### src/rtl/sorted_array_loader.sv
`timescale 1ns/1ps
// -----------------------------------------------------------------------------
// sorted_array_loader
//
// Feeder for the duplicate-removal stage. Elements arrive over a valid/ready
// handshake and are packed into an array of up to NUM_ELEMENTS entries. The
// stream is checked to be non-decreasing (signed compare). A closed batch
// (array plus element count) is held for the consumer until it acknowledges.
//
// Ports:
//   clk          rising-edge clock
//   rst          asynchronous, active-high reset
//   in_valid     producer has an element on in_data
//   in_data      element value, two's-complement signed
//   in_last      in_data is the final element of the batch
//   in_ready     loader accepts an element this cycle (registered)
//   nums         batch contents, [0:NUM_ELEMENTS-1], unused entries read 0
//   len          number of valid entries in nums
//   batch_valid  nums/len hold a complete batch (registered)
//   batch_ack    consumer has taken the batch
//   sort_err     batch contained a strictly decreasing adjacent pair
// -----------------------------------------------------------------------------
module sorted_array_loader #(
    parameter int NUM_ELEMENTS = 10,
    parameter int DATA_WIDTH   = 32
) (
    input  logic                  clk,
    input  logic                  rst,
    input  logic                  in_valid,
    input  logic [DATA_WIDTH-1:0] in_data,
    input  logic                  in_last,
    output logic                  in_ready,
    output logic [DATA_WIDTH-1:0] nums [0:NUM_ELEMENTS-1],
    output logic [31:0]           len,
    output logic                  batch_valid,
    input  logic                  batch_ack,
    output logic                  sort_err
);

    localparam int PTR_W = (NUM_ELEMENTS > 1) ? $clog2(NUM_ELEMENTS) : 1;
    localparam logic [PTR_W-1:0] MAX_PTR = PTR_W'(NUM_ELEMENTS - 1);

    typedef enum logic {
        FILL = 1'b0,
        HOLD = 1'b1
    } state_t;

    state_t                r_state;
    logic                  r_inReady;
    logic                  r_batchValid;
    logic                  r_sortErr;
    logic [31:0]           r_len;
    logic [PTR_W-1:0]      r_wrPtr;
    logic [DATA_WIDTH-1:0] r_prev;
    logic [DATA_WIDTH-1:0] r_nums [0:NUM_ELEMENTS-1];

    logic w_xfer;
    logic w_close;
    logic w_descending;

    // A transfer only happens in FILL, since in_ready is low throughout HOLD.
    assign w_xfer       = in_valid && r_inReady;
    // The batch closes on an explicit last or when the final slot is written.
    assign w_close      = in_last || (r_wrPtr == MAX_PTR);
    // The first element of a batch has no predecessor, so it is never compared.
    assign w_descending = (r_wrPtr != '0) && ($signed(in_data) < $signed(r_prev));

    // Single state machine holding the array, counters and registered
    // handshake outputs. in_ready/batch_valid change together with the state
    // so neither has a combinational path from in_valid or batch_ack.
    always_ff @(posedge clk or posedge rst) begin
        if (rst) begin
            r_state      <= FILL;
            r_inReady    <= 1'b1;
            r_batchValid <= 1'b0;
            r_sortErr    <= 1'b0;
            r_len        <= '0;
            r_wrPtr      <= '0;
            r_prev       <= '0;
            for (int i = 0; i < NUM_ELEMENTS; i++) begin
                r_nums[i] <= '0;
            end
        end else begin
            case (r_state)
                FILL: begin
                    if (w_xfer) begin
                        r_nums[r_wrPtr] <= in_data;
                        r_prev          <= in_data;
                        r_len           <= r_len + 32'd1;
                        if (w_descending) begin
                            r_sortErr <= 1'b1;
                        end
                        if (w_close) begin
                            // Pointer stays on the last written slot; it is
                            // reset on acknowledge so it never runs past the end.
                            r_state      <= HOLD;
                            r_inReady    <= 1'b0;
                            r_batchValid <= 1'b1;
                        end else begin
                            r_wrPtr <= r_wrPtr + PTR_W'(1);
                        end
                    end
                end
                HOLD: begin
                    if (batch_ack) begin
                        r_state      <= FILL;
                        r_inReady    <= 1'b1;
                        r_batchValid <= 1'b0;
                        r_sortErr    <= 1'b0;
                        r_len        <= '0;
                        r_wrPtr      <= '0;
                        for (int i = 0; i < NUM_ELEMENTS; i++) begin
                            r_nums[i] <= '0;
                        end
                    end
                end
                default: begin
                    r_state <= FILL;
                end
            endcase
        end
    end

    assign in_ready    = r_inReady;
    assign batch_valid = r_batchValid;
    assign sort_err    = r_sortErr;
    assign len         = r_len;
    assign nums        = r_nums;

endmodule

### config.mk
export PLATFORM = sky130hd
export DESIGN_NAME = sorted_array_loader
export DESIGN_NICKNAME = d
export VERILOG_FILES = /design/src/rtl/sorted_array_loader.sv
export SDC_FILE = /design/constraint.sdc
export NUM_CORES = 1
export LEC_CHECK = 0
export ABC_AREA = 1
export BUFFER_PORTS_ARGS = -buffer_cell sky130_fd_sc_hd__buf_2
export CORE_ASPECT_RATIO = 1.1
export CORE_UTILIZATION = 58
export CTS_CLUSTER_DIAMETER = 200
export DETAILED_ROUTE_END_ITERATION = 12
export PLACE_DENSITY = 0.95
export SYNTH_ARGS = -nofsm -noshare
export SYNTH_HDL_FRONTEND = slang
export SYNTH_SLANG_ARGS = --single-unit
### constraint.sdc
create_clock -name clk -period 36.6 [get_ports clk]
set_input_delay 3.66 -clock clk [delete_from_list [all_inputs] [get_ports clk]]
set_output_delay 3.66 -clock clk [all_outputs]
set_load 0.01 [all_outputs]
==> results_dict.tcl <==
set metrics [dict create \
    outcome "completed" \
    setup_viol 0 \
    cts_buffers 39 \
    drt_wl_total_mm 52.0 \
    slew-limit-headroom_pct 19.8 \
    synth_top_area_share_pct 60.7 \
    clockBufferDepth 3 \
    rrSetupSlack_ns 33.12 \
    crit_fanout 67 \
    synth.distinct_cells 42 \
    fillCellCount 1909 \
    finalHoldViolCount 0 \
    ys_ff_latch 392 \
    synth.yosys.seq_area_share_pct 60.9 \
    avgSynthCellArea_sq_um 9.91 \
    coreArea_sq_um 27100 \
    max_freq_ghz 0.162 \
    wire_per_inst_microns 22.2 \
    setup_tns_ns 0 \
    power.total_mw 1.64 \
    startpoint_type "input pin" \
    finalNetCount 2025 \
    via_per_inst 6.28 \
    cts_tree "done" \
    cts_setup_buffers 0 \
    dp_slack_ns 30.05 \
    min-delay-start "in_ready" \
    die-area_sq_um 28400 \
    rsz0062_at_grt "no" \
    ir_drop_mv 0.0546 \
    p_leak_nw 10.1 \
    drv_slew 0 \
    r2r_end "nums[295]" \
    yosys_warnings 0 \
    powerDensity_nw_per_um2 84.1 \
    rows 63 \
    end_kind "flip-flop" \
    postCtsHoldBufs 0 \
    syn_to_final_growth_pct 20.8 \
    period_minus_slack_ns 6.16 \
    hold_end "in_ready" \
    cts_sinks 392 \
    clk_pin_slew_ns 0.07 \
    grtUsageTotal_pct 36.1 \
    die_h_microns 177 \
    dieWidth_microns 161 \
    overflow 0 \
    firstDrtPassIters 6 \
    synth.area.top_cells "dfrtp_1 61%, nand3_1 11%, o21ai_0 10%, nand2_1 3.4%, ha_1 2.8%" \
    root_buffer "clkbuf_16" \
    antenna_found_initial 5 \
    r2r_start "in_ready" \
    synth_area_leader_cell "dfrtp_1" \
    syn_nets 1698 \
    clock_skew_ns 0.0151 \
    grt_pass1_wl_mm 78.7 \
    cp.arrival_ns 6.55 \
    crit_type "input pin to flip-flop" \
    drtAntennaViolNets 0 \
    clk_latency_ns 0.54 \
    layout-drive-gt1-share_pct 25.4 \
    postSynthCellCount 1625 \
    grt_start_max_net_pins 171 \
    h-tree-depth 2 \
    place_congestion 0.901 \
    io_pins 392 \
    rr_worst_depth 7 \
    drt-initial-drc-count 1853 \
    cts_resized 0 \
    cp.required_ns 37.00 \
    num_vias 14700 \
    worst_slack_ns 30.44 \
    drc_errors 0 \
    worst_pin_slew_ns 1.20 \
    hold_path_class "flip-flop to flip-flop" \
    grt_pass1_vias 14100 \
    netlist_area_sq_um 16100 \
    place_hpwl_mm 32.4 \
    drv_cap 0 \
    whs_path_depth 2 \
    port_buffers 391 \
    start_util_pct 59.4 \
    period_share_pct 16.8 \
]
[power breakdown]
part	leakage (nW)	switching [mW]	internal (mW)
Sequential	5.31	0.0917	0.581
Combinational	4.13	0.360	0.183
Clock	0.663	0.171	0.248
Total	10.1	0.623	1.01
[registers in the layout (all words and copies together), names as in the netlist]
signal / count
len: 32
r_wrPtr: 4
nums: 320
r_prev: 32
in_ready: 1
batch_valid: 1
r_state: 1
sort_err: 1
[per-stage QoR]
step / util [%] / instances / hold slack (ns) / area (sq um)
2_1_floorplan: - / 1625 / 0.453 / 16100
3_3_place_gp: 66.8 / 2268 / 0.460 / 18100
3_5_place_dp: 66.8 / 2268 / 0.466 / 18100
4_1_cts: 71.7 / 2336 / 0.474 / 19400
5_1_grt: 71.7 / 2339 / 0.496 / 19500
6_report: 71.8 / 2341 / 0.472 / 19500
[Yosys cell counts, drive strengths merged]
cell type / number
nand2: 151
o21ai: 379
o21bai: 1
nand3: 346
nor4: 2
dfstp: 1
nand4: 15
ha: 36
xor2: 2
clkinv: 2
nor3b: 4
o211a: 1
o221a: 1
inv: 83
xnor2: 1
dfrtp: 391
clkbuf: 53
o21a: 2
a21oi: 35
o31ai: 1
nor2: 42
nor3: 16
buf: 59
a31oi: 1
[cells by family (layout without fill, tap and decap cells)]
logic type	after synthesis	in the layout	share of synthesized area [%]
simple gates	576	576	17.9
fa+ha+maj	36	36	2.80
compound gates	421	421	13.2
buf+inv	197	551	5.03
flops	392	392	60.9
xor+xnor	3	3	0.163
other cells	0	5	0
[layout by cell type, fill, tap and decap left out, types with 5 or more instances in the layout]
master / n
o21ai_0: 333
dfrtp_1: 391
nand3_2: 5
inv_1: 77
clkinv_2: 8
clkbuf_16: 39
a21oi_1: 35
buf_2: 391
nand2_1: 146
nand4_1: 10
nor2_2: 6
ha_1: 36
nor2_1: 33
nand3_1: 339
clkbuf_8: 8
buf_4: 6
diode_2: 5
nor3_1: 12
bufinv_16: 5
o21ai_1: 46
[worst max path at each step]
stage / from / end / slack (ns) / depth (start not counted)
floorplan: rst / batch_valid / 22.04 / 1
global placement: batch_ack / nums[265] / 30.26 / 6
detailed placement: in_valid / nums[295] / 30.05 / 8
CTS: in_valid / nums[295] / 30.53 / 8
global route: in_valid / nums[295] / 30.08 / 8
finish: in_valid / nums[295] / 30.44 / 8
[routing by layer]
layer / vias to the layer above / track usage, % / wire (microns)
met4: 4 / 24.4 / 3940
li1: 6285 / - / -
met1: 7165 / 43.5 / 18300
met3: 231 / 8.65 / 5180
met2: 1008 / 57.8 / 24500
met5: - / 0 / 28
[worst max-delay path, stage by stage]
cell and delay (ns):
buf_2 0.08, nand2_1 0.09, nor2_4 0.08, buf_4 0.48, inv_2 0.14, nand2_4 0.34, nand3_2 0.99, o21ai_0 0.64
[cell type report]
class                           instances  area, sq um  area share, %
Clock buffer                           51         1100           5.66
Inverter                               85          329           1.69
Clock inverter                         17          239           1.23
Timing Repair Buffer                  398         2020           10.4
Tap cell                              357          447           2.30
Sequential cell                       392         9810           50.4
Multi-Input combinational cell       1036         5500           28.3
Antenna cell                            5         12.5         0.0643
Note: power is estimated with default switching activity, not from simulation.
